$ cat src/rtl/uart_tx.sv
// -----------------------------------------------------------------------------
// uart_tx -- UART transmitter with a one-entry holding register.
//
// Frame: 1 start bit (0), 8 data bits LSB first, optional parity bit,
// 1 stop bit (1). Each bit lasts CLKS_PER_BIT clock cycles. The holding
// register lets upstream queue the next byte while the current frame is
// shifting, so back-to-back frames leave no idle gap on the line.
//
// Ports:
//   clk       in   system clock, rising edge
//   rst_n     in   synchronous active-low reset
//   tx_data   in   [7:0] byte to send, sampled when tx_valid && tx_ready
//   tx_valid  in   upstream has a byte on tx_data
//   tx_ready  out  holding register empty (direct from hold-valid flop)
//   tx        out  serial line, registered, idles high
//   tx_busy   out  a frame is on the line, registered
//   tx_done   out  one-cycle pulse after the last stop-bit edge, registered
// -----------------------------------------------------------------------------
module uart_tx #(
    parameter int CLK_FREQ     = 100_000_000,
    parameter int BAUD_RATE    = 9600,
    parameter int CLKS_PER_BIT = CLK_FREQ / BAUD_RATE,
    parameter bit PARITY_EN    = 1'b1,
    parameter bit PARITY_ODD   = 1'b0
) (
    input  logic       clk,
    input  logic       rst_n,
    input  logic [7:0] tx_data,
    input  logic       tx_valid,
    output logic       tx_ready,
    output logic       tx,
    output logic       tx_busy,
    output logic       tx_done
);

    typedef enum logic [2:0] {
        S_IDLE,
        S_START,
        S_DATA,
        S_PARITY,
        S_STOP
    } state_t;

    localparam int              CNT_W    = (CLKS_PER_BIT > 1) ? $clog2(CLKS_PER_BIT) : 1;
    localparam logic [CNT_W-1:0] LAST_CNT = CNT_W'(CLKS_PER_BIT - 1);

    state_t           r_state;
    logic             r_hold_valid;
    logic [7:0]       r_hold_data;
    logic [7:0]       r_shift;
    logic             r_parity;
    logic [CNT_W-1:0] r_clk_cnt;
    logic [2:0]       r_bit_cnt;
    logic             r_tx;
    logic             r_busy;
    logic             r_done;

    logic w_bit_end;
    logic w_accept;
    logic w_load;

    function automatic logic parity_of(input logic [7:0] d);
        return PARITY_ODD ? ~^d : ^d;
    endfunction

    assign w_bit_end = (r_clk_cnt == LAST_CNT);
    assign w_accept  = tx_valid && !r_hold_valid;
    // The holding register is consumed either from IDLE or on the final
    // stop-bit edge, which is what makes back-to-back frames gapless.
    assign w_load    = r_hold_valid && ((r_state == S_IDLE) ||
                                        ((r_state == S_STOP) && w_bit_end));

    assign tx_ready = !r_hold_valid;
    assign tx       = r_tx;
    assign tx_busy  = r_busy;
    assign tx_done  = r_done;

    // Control: state, counters, hold-valid flag and registered line outputs.
    always_ff @(posedge clk) begin
        if (!rst_n) begin
            r_state      <= S_IDLE;
            r_hold_valid <= 1'b0;
            r_clk_cnt    <= '0;
            r_bit_cnt    <= '0;
            r_tx         <= 1'b1;
            r_busy       <= 1'b0;
            r_done       <= 1'b0;
        end else begin
            r_done <= 1'b0;

            // Accept and consume are mutually exclusive: accept needs the
            // flag low, consume needs it high.
            if (w_accept) begin
                r_hold_valid <= 1'b1;
            end

            if (r_state != S_IDLE) begin
                r_clk_cnt <= w_bit_end ? '0 : r_clk_cnt + 1'b1;
            end

            case (r_state)
                S_IDLE: begin
                    r_tx <= 1'b1;
                    if (w_load) begin
                        r_state <= S_START;
                        r_tx    <= 1'b0;
                        r_busy  <= 1'b1;
                    end
                end
                S_START: begin
                    if (w_bit_end) begin
                        r_state <= S_DATA;
                        r_tx    <= r_shift[0];
                    end
                end
                S_DATA: begin
                    if (w_bit_end) begin
                        r_bit_cnt <= r_bit_cnt + 1'b1;
                        if (r_bit_cnt == 3'd7) begin
                            if (PARITY_EN) begin
                                r_state <= S_PARITY;
                                r_tx    <= r_parity;
                            end else begin
                                r_state <= S_STOP;
                                r_tx    <= 1'b1;
                            end
                        end else begin
                            // shift[1] becomes shift[0] on this same edge
                            r_tx <= r_shift[1];
                        end
                    end
                end
                S_PARITY: begin
                    if (w_bit_end) begin
                        r_state <= S_STOP;
                        r_tx    <= 1'b1;
                    end
                end
                S_STOP: begin
                    if (w_bit_end) begin
                        r_done <= 1'b1;
                        if (w_load) begin
                            r_state <= S_START;
                            r_tx    <= 1'b0;
                        end else begin
                            r_state <= S_IDLE;
                            r_busy  <= 1'b0;
                            r_tx    <= 1'b1;
                        end
                    end
                end
                default: begin
                    r_state <= S_IDLE;
                    r_busy  <= 1'b0;
                    r_tx    <= 1'b1;
                end
            endcase

            if (w_load) begin
                r_hold_valid <= 1'b0;
                r_clk_cnt    <= '0;
                r_bit_cnt    <= '0;
            end
        end
    end

    // Data: holding register, shift register and latched parity bit.
    always_ff @(posedge clk) begin
        if (w_accept) begin
            r_hold_data <= tx_data;
        end
        if (w_load) begin
            r_shift  <= r_hold_data;
            r_parity <= parity_of(r_hold_data);
        end else if ((r_state == S_DATA) && w_bit_end) begin
            r_shift <= {1'b0, r_shift[7:1]};
        end
    end

endmodule
$ cat config.mk
export PLATFORM = sky130hd
export DESIGN_NAME = uart_tx
export DESIGN_NICKNAME = d
export VERILOG_FILES = /design/src/rtl/uart_tx.sv
export SDC_FILE = /design/constraint.sdc
export NUM_CORES = 1
export LEC_CHECK = 0
export BUFFER_PORTS_ARGS = -buffer_cell sky130_fd_sc_hd__buf_4
export CAP_MARGIN = 0
export CORE_MARGIN = 1.5
export CORE_UTILIZATION = 45
export CTS_BUF_LIST = sky130_fd_sc_hd__clkbuf_2 sky130_fd_sc_hd__clkbuf_4 sky130_fd_sc_hd__clkbuf_8
export DETAILED_ROUTE_END_ITERATION = 16
export GPL_ROUTABILITY_DRIVEN = 0
export HOLD_SLACK_MARGIN = 0.06
export PLACE_DENSITY = 0.7
export SLEW_MARGIN = 25
export SYNTH_ARGS = -nofsm -noshare
export SYNTH_HDL_FRONTEND = slang
export SYNTH_SLANG_ARGS = --single-unit
$ cat constraint.sdc
create_clock -name clk -period 2.6 [get_ports clk]
set_clock_uncertainty 0.05 [all_clocks]
set_input_delay 0.26 -clock clk [delete_from_list [all_inputs] [get_ports clk]]
set_output_delay 0.26 -clock clk [all_outputs]
set_load 0.02 [all_outputs]
==> results of run 1 <==
-- sequential cells by signal, indices dropped and copies added, names as in the netlist --
| signal | cells |
|---|---|
| r_clk_cnt | 14 |
| r_bit_cnt | 3 |
| r_shift | 8 |
| r_hold_valid | 1 |
| tx | 1 |
| r_hold_data | 8 |
| r_state | 3 |
| tx_busy | 1 |
| r_parity | 1 |
| tx_done | 1 |
-- power by group --
group          internal [mW]  switching, mW
Sequential             0.706         0.0228
Combinational         0.0673         0.0667
Clock                  0.283          0.225
-- routing by layer --
metal	part of all wire [%]	wire (um)
met1	44	1630
met2	50	1860
met3	4.1	153
met4	1.4	51
met5	0	0
-- worst paths after layout --
check                                  start              to  cells after the start
worst max-delay path            r_clk_cnt[0]      r_shift[0]                      6
worst min-delay path              tx_data[1]  r_hold_data[1]                      1
worst max register to register  r_clk_cnt[0]      r_shift[0]                      6
worst min register to register  r_bit_cnt[2]    r_bit_cnt[2]                      2
-- layout make-up --
cell class                      count  area [um2]
Clock buffer                        5        68.8
Multi-Input combinational cell    130         885
Sequential cell                    41         991
Inverter                            7        26.3
Clock inverter                      3        41.3
Fill cell                         359        1880
Timing Repair Buffer               18         135
Tap cell                           50        62.6
-- kinds of logic after synthesis --
| group | synth area share [%] |
|---|---|
| buffers and inverters | 4.64 |
| multiplexers | 5.66 |
| AND/OR/NAND/NOR | 20.2 |
| AO/OA/AOI/OAI | 11.0 |
| flip-flops | 50.4 |
| adder cells (fa/ha/maj) | 1.91 |
| XOR/XNOR | 6.23 |
-- stage by stage --
stage,hold slack [ps],cell area (um2)
4_1_cts,74.9,2210
2_1_floorplan,309,1970
6_report,87.1,2210
3_3_place_gp,389,2100
5_1_grt,75.0,2210
3_5_place_dp,389,2100
-- placed cells by master (no fill, tap or decap), drive strengths merged, types with 3 or more instances in the layout --
master,count
nor3,3
nor2,12
o21ai,13
and4,4
nand3,10
xnor2,9
ha,3
dfxtp,24
a21oi,12
xor2,5
or3,7
nand2,12
a31oi,3
nand4,8
mux2,7
buf,18
clkbuf,5
edfxtp,17
inv,7
==> summary.txt, run 1 <==
Status
  • Run status: complete, no violations

Setup path
  • CP peak stage delay: 440 ps
  • Critical Path AT: 2230 ps
  • CP bufs+invs: 1
  • Worst-path fanout max: 8
  • R2r setup slk: 370 ps
  • Critical path endpoint category: flip-flop
  • Crit path max-delay family: simple AND/OR/NAND/NOR gates
  • Crit path kind: flip-flop to flip-flop
  • Slowest cell on crit path: or2_1
  • CP Launch Type: flip-flop
  • Cell Chain, Critical Path: ha_1, and4_4, a41oi_2, or2_1, inv_2, mux2_1
  • WP data required: 2600 ps

Place
  • Pre-CTS WS: 378 ps
  • Placed Cells: 246
  • Hpwl dp: 2680 um
  • Port Buffers: 14

Run
  • Max Cap Viol: 0

Floorplan
  • Initial Util: 48.1%
  • Total die area: 0.00478 mm2
  • Cell row count: 23
  • DIE HEIGHT: 69.1 um
  • I/O pins: 15
  • Die X: 69.1 um
  • Core ar.: 0.00409 mm2

Global routing
  • Antenna violations before repair: 0
  • GRT met2 Usage: 28.7%
  • Largest net degree at the start of global routing: 14
  • Busiest layer in global routing: met2
  • Met3 GRT Util: 4.53%
  • Number of global-route vias before repair: 1395
  • Global-route wire length before repair: 6430 um
  • Overall Global Routing Usage: 16.8%
  • Met1 usage: 20.0%
  • GRT overflow: 0

Power
  • Worst vdd ir: 392 uV
  • Leakage: 0.791 nW
  • Tot Pwr: 1.37 mW
  • Cell Pwr Density: 620 mW/mm2

STA
  • Final Hold Fails: 0
  • Final setup margin: 368 ps
  • Fin. max-slew vios: 0
  • Final Critical Period: 2230 ps
  • Slew headroom: 55.2%
  • Crit share post-route: 85.9%
  • Setup TNS: 0 ps
  • Final setup vio count: 0
  • Fmax: 448 MHz
  • RSZ-0062 raised after global routing: no
  • Slew @ Worst Pin: 667 ps

Cells and area
  • Share of layout cells above drive strength 1: 17.6%
  • Fin nets: 217
  • Final core utilization: 54.1%
  • N_diodes: 0
  • Area Growth Syn to Fin: 12.3%
  • Non-filler cells, final: 254

Route
  • DR vias: 1466
  • Via/cell ratio: 5.77
  • Drt first pass iters: 4
  • Post-route ant nets: 0
  • First DRT Iteration DRCs: 192
  • Drt drc: 0
  • Post-Route WL: 3690 um
  • Wire per inst: 14.5 um

Yosys
  • Most common cell in the netlist: dfxtp_1
  • Yosys cell types: 42
  • Syn_area_per_cell: 10.5 um2
  • Largest cells by area after synthesis: edfxtp_1 (26%), dfxtp_1 (24%), mux2_4 (4.6%)
  • Post-synth EDFFs: 17
  • Yosys reg bits: 41
  • Mapped Nets: 202
  • Synthesized cell area: 0.00197 mm2
  • Top_reg_cell synth: dfxtp_1
  • Cells after synthesis: 188
  • Ys async rst share: 0%
  • Ys Warns: 0
  • Post-synth top cells: dfxtp_1 (24), edfxtp_1 (17), o21ai_0 (13)
  • Synth area leader: edfxtp_1
  • Register area share after synthesis: 50.4%
  • Yosys top cell area share: 26.0%

Hold path
  • Hold Path Class: input port to flip-flop

Clock tree
  • # resized after CTS: 0
  • Htree depth: 2
  • CTS sink cnt: 41
  • Worst-Skew Late Latency: 300 ps
  • Total CTS buffers: 5
  • CTS tree: built
  • Clock root cell: clkbuf_8
  • Worst-path clk slew: 80 ps
  • CTS Buffer Depth: 2
  • # hold bufs at CTS: 0
  • Post-CTS Setup Bufs: 0
(Power assumes the default switching activity.)
==> run 2, diff against run 1 <==
--- a/config.mk
+++ b/config.mk
@@ -7,13 +7,15 @@
 export LEC_CHECK = 0
 export BUFFER_PORTS_ARGS = -buffer_cell sky130_fd_sc_hd__buf_4
 export CAP_MARGIN = 0
+export CELL_PAD_IN_SITES_DETAIL_PLACEMENT = 1
+export CELL_PAD_IN_SITES_GLOBAL_PLACEMENT = 1
 export CORE_MARGIN = 1.5
 export CORE_UTILIZATION = 45
-export CTS_BUF_LIST = sky130_fd_sc_hd__clkbuf_2 sky130_fd_sc_hd__clkbuf_4 sky130_fd_sc_hd__clkbuf_8
+export CTS_BUF_LIST = sky130_fd_sc_hd__clkbuf_16
 export DETAILED_ROUTE_END_ITERATION = 16
 export GPL_ROUTABILITY_DRIVEN = 0
 export HOLD_SLACK_MARGIN = 0.06
-export PLACE_DENSITY = 0.7
+export PLACE_DENSITY_LB_ADDON = 0.1
 export SLEW_MARGIN = 25
 export SYNTH_ARGS = -nofsm -noshare
 export SYNTH_HDL_FRONTEND = slang
==> run 2 against run 1 <==
  * Via count increased by 0.68%
  * Utilization increased by 1.5 points
  * Non-clock buffer count up 1
  * Cell area rose by 2.8%
  * Hold slack gained 13 ps
  * Combinational power grew 6%
  * Critical path type unchanged
==> summary.txt, run 2 (synthesis results as in run 1) <==
Status
  • Run status: complete, no violations

Cells and area
  • Biggest register: r_clk_cnt
  • Top Registers: r_clk_cnt (14), r_hold_data (8), r_shift (8)
  • Fill cell count: 466 (+30%)
  • Design Area, Final: 0.00227 mm2 (+2.8%)
  • Most common cell after layout, fill and taps aside: dfxtp_1
  • Area Growth Syn to Fin: 15.5%
  • Share of layout cells above drive strength 1: 18.0% (+0.40 points)
  • Commonest non-fill, non-tap cells in the layout: dfxtp_1 (24), buf_4 (19), edfxtp_1 (17)
  • Fin nets: 218 (+0.46%)
  • Max FFs per register: 14 (unchanged)
  • N_diodes: 0 (unchanged)

Clock tree
  • Worst-path clk slew: 60 ps (-20 ps)
  • Htree depth: 2 (unchanged)
  • CTS tree: built
  • CTS Buffer Depth: 2 (unchanged)
  • # hold bufs at CTS: 0 (unchanged)
  • # resized after CTS: 0 (unchanged)
  • Worst-Skew Late Latency: 280 ps (-20 ps)
  • Post-CTS Setup Bufs: 0 (unchanged)
  • CTS sink cnt: 41 (unchanged)
  • Total CTS buffers: 5 (unchanged)
  • Clock root cell: clkbuf_16

Floorplan
  • DIE HEIGHT: 69.1 um (unchanged)
  • Initial Util: 48.1% (unchanged)
  • Total die area: 0.00478 mm2 (unchanged)
  • Cell row count: 23 (unchanged)
  • Core ar.: 0.00409 mm2 (unchanged)
  • I/O pins: 15 (unchanged)
  • Die X: 69.1 um (unchanged)

Power
  • Cell Pwr Density: 681 mW/mm2 (+9.8%)
  • Leakage: 0.830 nW (+4.8%)
  • Worst vdd ir: 454 uV (+16%)

STA
  • Slew headroom: 50.7% (-4.5 points)
  • Final Critical Period: 2270 ps (+39.1 ps)
  • Final Hold Fails: 0 (unchanged)
  • Crit share post-route: 87.4% (+1.5 points)
  • Final setup vio count: 0 (unchanged)
  • Fin. max-slew vios: 0 (unchanged)
  • Fmax: 440 MHz (-1.7%)
  • Setup TNS: 0 ps (unchanged)
  • RSZ-0062 raised after global routing: no
  • Slew @ Worst Pin: 734 ps (+67.6 ps)

Place
  • Hpwl dp: 3040 um (+14%)
  • DP Area: 0.00211 mm2 (+0.36%)
  • Port Buffers: 14 (unchanged)

Global routing
  • GRT met2 Usage: 32.8% (+4.1 points)
  • Largest net degree at the start of global routing: 14 (unchanged)
  • Overall Global Routing Usage: 19.1% (+2.3 points)
  • Antenna violations before repair: 0 (unchanged)
  • Number of global-route vias before repair: 1491 (+6.9%)
  • GRT overflow: 0 (unchanged)
  • Busiest layer in global routing: met2
  • Met3 GRT Util: 5.26% (+0.73 points)
  • Met1 usage: 23.3% (+3.3 points)
  • Global-route wire length before repair: 7150 um (+11%)

Run
  • Max Cap Viol: 0 (unchanged)

Route
  • Via/cell ratio: 5.79 (+0.29%)
  • Post-Route WL: 4250 um (+15%)
  • Drt first pass iters: 2 (-2)
  • Post-route ant nets: 0 (unchanged)
  • DR vias: 1476 (+0.68%)
  • Drt drc: 0 (unchanged)
  • First DRT Iteration DRCs: 158 (-18%)
  • Wire per inst: 16.6 um (+15%)

Setup path
  • Crit path kind: flip-flop to flip-flop
  • CP Launch Type: flip-flop
  • Critical Path AT: 2250 ps (+20 ps)
  • Critical path endpoint category: flip-flop
  • Worst-path fanout max: 8 (unchanged)
  • WP data required: 2580 ps (-20 ps)

Hold path
  • Hold Path Class: input port to flip-flop
run 2: cell types whose count changed in the layout (fill, tap and decap cells not counted):
cell        before  now
inv_1            6    7
clkinvlp_4       1    0
clkinv_1         1    0
clkinv_2         0    1
clkbuf_8         5    0
clkbuf_16        0    5
buf_4           18   19
run 2: path summary, 6_finish.rpt:
kind,slack (ps),to,startpoint,cells past startpoint
max,330,r_shift[0],r_clk_cnt[0],6
min,100,r_hold_data[2],tx_data[2],1
max reg2reg,330,r_shift[0],r_clk_cnt[0],6
min reg2reg,430,r_bit_cnt[1],r_bit_cnt[1],2
run 2: critical path, stage by stage (launching register included):
cell,delay [ps]
dfxtp_1,390
ha_1,220
and4_4,280
a41oi_2,160
or2_1,440
inv_2,140
mux2_1,330
run 2: power breakdown:
part / internal, mW / total (mW) / switching (mW)
registers: 0.708 / 0.730 / 0.0218
clock network: 0.447 / 0.675 / 0.228
logic: 0.0690 / 0.142 / 0.0730
total: 1.22 / 1.55 / 0.323
run 2: through the flow:
stage | instances | hold slack [ps] | total power, mW | utilization [%] | setup WS (ps)
after floorplan | 188 | 309 | 0.834 | - | 289
after global placement | 247 | 388 | 0.877 | 51.6 | 441
after detailed placement | 247 | 389 | 0.884 | 51.6 | 344
after CTS | 255 | 95.4 | 1.57 | 55.6 | 313
after global routing | 255 | 90.6 | 1.60 | 55.6 | 196
final | 255 | 100 | 1.55 | 55.6 | 328
run 2: area by class of cell:
class,instances,area [um2],share of cell area (%)
sequential,41,991,43.6
multi-input combinational,130,885,39.0
timing repair buffer,19,143,6.28
clock buffer,5,125,5.51
tap,50,62.6,2.75
clock inverter,3,38.8,1.71
inverter,7,26.3,1.16
run 2: per-layer routing:
layer | vias up | part of all wire (%)
met2 | 27 | 51
met1 | 722 | 45
met3 | 6 | 3.1
li1 | 721 | -
met4 | 0 | 1.3
met5 | - | 0
==> run 3, diff against run 2 <==
==> config.mk (replaced) <==
export PLATFORM = sky130hd
export DESIGN_NAME = uart_tx
export DESIGN_NICKNAME = d
export VERILOG_FILES = /design/src/rtl/uart_tx.sv
export SDC_FILE = /design/constraint.sdc
export NUM_CORES = 1
export LEC_CHECK = 0
export CAP_MARGIN = 0
export CELL_PAD_IN_SITES_DETAIL_PLACEMENT = 1
export CELL_PAD_IN_SITES_GLOBAL_PLACEMENT = 1
export CORE_MARGIN = 1.5
export CORE_UTILIZATION = 42
export CTS_BUF_LIST = sky130_fd_sc_hd__clkbuf_16
export DETAILED_ROUTE_END_ITERATION = 16
export DONT_BUFFER_PORTS = 1
export GPL_ROUTABILITY_DRIVEN = 0
export HOLD_SLACK_MARGIN = 0.06
export PLACE_DENSITY_LB_ADDON = 0.1
export SLEW_MARGIN = 20
export SYNTH_ARGS = -nofsm -noshare
export SYNTH_HDL_FRONTEND = slang
export SYNTH_SLANG_ARGS = --single-unit
==> run 3 against run 2 <==
  * Total power fell by 0.35%
  * Sequential power rose by 1%
  * Cell area fell by 0.44%
  * Via count fell by 1.4%
  * Clock power rose by 0.7%
  * Hold slack got worse by 29 ps
  * Routed wire length rose by 6.4%
  * Register-to-register slack got worse by 50 ps
  * Maximum frequency fell by 2.0%
  * Critical path type unchanged
==> summary.txt, run 3 (synthesis results as in run 1) <==
Status
  • Run status: complete, no violations

Route
  • First DRT Iteration DRCs: 36 (-77%)
  • Drt drc: 0 (unchanged)
  • Drt first pass iters: 4 (+2)
  • Post-Route WL: 4520 um (+6.4%)
  • Via/cell ratio: 5.78 (-0.18%)
  • DR vias: 1456 (-1.4%)
  • Post-route ant nets: 0 (unchanged)
  • Wire per inst: 17.9 um (+7.7%)

STA
  • Final Hold Fails: 0 (unchanged)
  • Final setup margin: 282 ps (-46.0 ps)
  • RSZ-0062 raised after global routing: no
  • Fin. max-slew vios: 0 (unchanged)
  • Slew headroom: 45.6% (-5.1 points)
  • Setup TNS: 0 ps (unchanged)
  • Final Critical Period: 2320 ps (+46.0 ps)
  • Fmax: 431 MHz (-2.0%)
  • Final setup vio count: 0 (unchanged)
  • Slew @ Worst Pin: 815 ps (+80.3 ps)
  • Crit share post-route: 89.1% (+1.8 points)

Power
  • Net Sw Frac: 21.1% (+0.19 points)
  • Leakage: 0.799 nW (-3.7%)
  • Sequential power share: 47.8% (+0.6 points)
  • Internal cell power: 1.22 mW (-0.59%)
  • Worst vdd ir: 315 uV (-31%)
  • Combinational power share: 8.0% (-1.2 points)
  • Clock share of power: 44.2% (+0.6 points)
  • Cell Pwr Density: 681 mW/mm2 (about the same)
  • Net Sw Power: 0.324 mW (+0.56%)

Cells and area
  • Fill cell count: 493 (+5.8%)
  • Biggest register: r_clk_cnt
  • Top Registers: r_clk_cnt (14), r_hold_data (8), r_shift (8)
  • Area Growth Syn to Fin: 14.9%
  • Fin nets: 213 (-2.3%)
  • Seq. cell area: 991 um2 (unchanged)
  • Share of layout cells above drive strength 1: 11.0% (-7.0 points)
  • Most common cell after layout, fill and taps aside: dfxtp_1
  • N_diodes: 0 (unchanged)
  • Max FFs per register: 14 (unchanged)
  • Multi-input combinational cell area: 885 um2 (unchanged)
  • Commonest non-fill, non-tap cells in the layout: dfxtp_1 (24), edfxtp_1 (17), o21ai_0 (13)

Global routing
  • Antenna violations before repair: 0 (unchanged)
  • Global-route wire length before repair: 7400 um (+3.6%)
  • Number of global-route vias before repair: 1504 (+0.87%)
  • Largest net degree at the start of global routing: 14 (unchanged)
  • Overall Global Routing Usage: 19.2% (+0.12 points)
  • GRT overflow: 0 (unchanged)

Setup path
  • R2r setup slk: 280 ps (-50 ps)
  • Cell Chain, Critical Path: ha_1, and4_4, a41oi_2, or2_1, inv_2, mux2_1
  • Reg2reg end: r_shift[0]
  • CP Launch Type: flip-flop
  • WP data required: 2580 ps (about the same)
  • Crit path kind: flip-flop to flip-flop
  • CP peak stage delay: 460 ps (+20 ps)
  • CP bufs+invs: 1 (unchanged)
  • Critical Path AT: 2290 ps (+40 ps)
  • Slowest cell on crit path: or2_1
  • Critical path endpoint category: flip-flop
  • R2r worst-path depth: 6 (unchanged)
  • Reg2Reg Launch Point: r_clk_cnt[0]
  • Crit path max-delay family: simple AND/OR/NAND/NOR gates
  • Worst setup startpoint: r_clk_cnt[0]
  • Critical Path Stages: 6 (unchanged)
  • Worst-path fanout max: 8 (unchanged)
  • End of the critical path: r_shift[0]

Clock tree
  • Htree depth: 2 (unchanged)
  • CTS tree: built
  • CTS Buffer Depth: 2 (unchanged)
  • Clock root cell: clkbuf_16
  • Total CTS buffers: 5 (unchanged)
  • CTS sink cnt: 41 (unchanged)
  • Worst-path clk slew: 60 ps (about the same)
  • Worst-Skew Late Latency: 280 ps (about the same)

Floorplan
  • Cell row count: 24 (+4.3%)
  • Core ar.: 0.00444 mm2 (+8.8%)
  • Initial Util: 44.3% (-3.9 points)
  • Die X: 71.4 um (+3.4%)
  • DIE HEIGHT: 71.4 um (+3.4%)
  • Total die area: 0.00510 mm2 (+6.8%)
  • I/O pins: 15 (unchanged)

Place
  • Pre-CTS WS: 309 ps (-34.6 ps)
  • Hpwl dp: 3130 um (+3.1%)
  • Port Buffers: 0 (-14)

Run
  • Max Cap Viol: 0 (unchanged)

Hold path
  • Hold Path Class: input port to flip-flop
==> run 3: metrics by stage <==
stage / std cells / hold slack [ps] / utilization (%) / cell area [um2] / total power [mW]
after detailed placement: 234 / 309 / 44.9 / 2000 / 0.863
after global placement: 234 / 309 / 44.9 / 2000 / 0.855
after floorplan: 188 / 309 / - / 1970 / 0.834
after global routing: 252 / 74.6 / 50.9 / 2260 / 1.60
final: 252 / 71.7 / 50.9 / 2260 / 1.54
after CTS: 252 / 69.8 / 50.9 / 2260 / 1.57
==> run 3: worst min-delay path by stage <==
stage / start / to / slack, ps / cells past startpoint
after floorplan: tx_data[0] / r_hold_data[0] / 310 / 0
after global placement: tx_data[5] / r_hold_data[5] / 310 / 0
after detailed placement: tx_data[5] / r_hold_data[5] / 310 / 0
after CTS: rst_n / tx_busy / 70 / 2
after global routing: rst_n / tx_busy / 70 / 2
final: rst_n / tx_busy / 70 / 2
==> run 3: timing repair <==
action | in CTS | in global routing
gates resized for setup | 0 | 0
hold endpoints to repair | 10 | 0
buffers inserted | 0 | 0
hold buffers | 10 | 0
==> run 3: area by class of cell <==
class	instances	share of cell area, %
clock inverter	3	1.72
inverter	7	1.16
multi-input combinational	130	39.1
sequential	41	43.8
clock buffer	5	5.53
tap	52	2.88
timing repair buffer	14	5.76
==> run 3: metal layers <==
metal / routed length [um] / GRT usage [%] / up-vias
met5: 0 / 0 / -
met2: 2170 / 31.6 / 16
li1: - / - / 708
met1: 2150 / 24.7 / 727
met4: 70 / 6.41 / 0
met3: 126 / 5.20 / 5
==> run 3: power by group through the flow <==
stage | registers, mW | clock network [mW] | logic, mW
global route | 0.740 | 0.721 | 0.136
CTS | 0.737 | 0.706 | 0.126
detailed placement | 0.750 | 0 | 0.113
floorplan | 0.739 | 0 | 0.0951
global placement | 0.749 | 0 | 0.106
finish | 0.737 | 0.680 | 0.124
==> run 3: worst register-to-register path: stages, from the launching register on <==
cell	delay, ps
dfxtp_1	400
ha_1	230
and4_4	290
a41oi_2	160
or2_1	460
inv_2	150
mux2_1	330
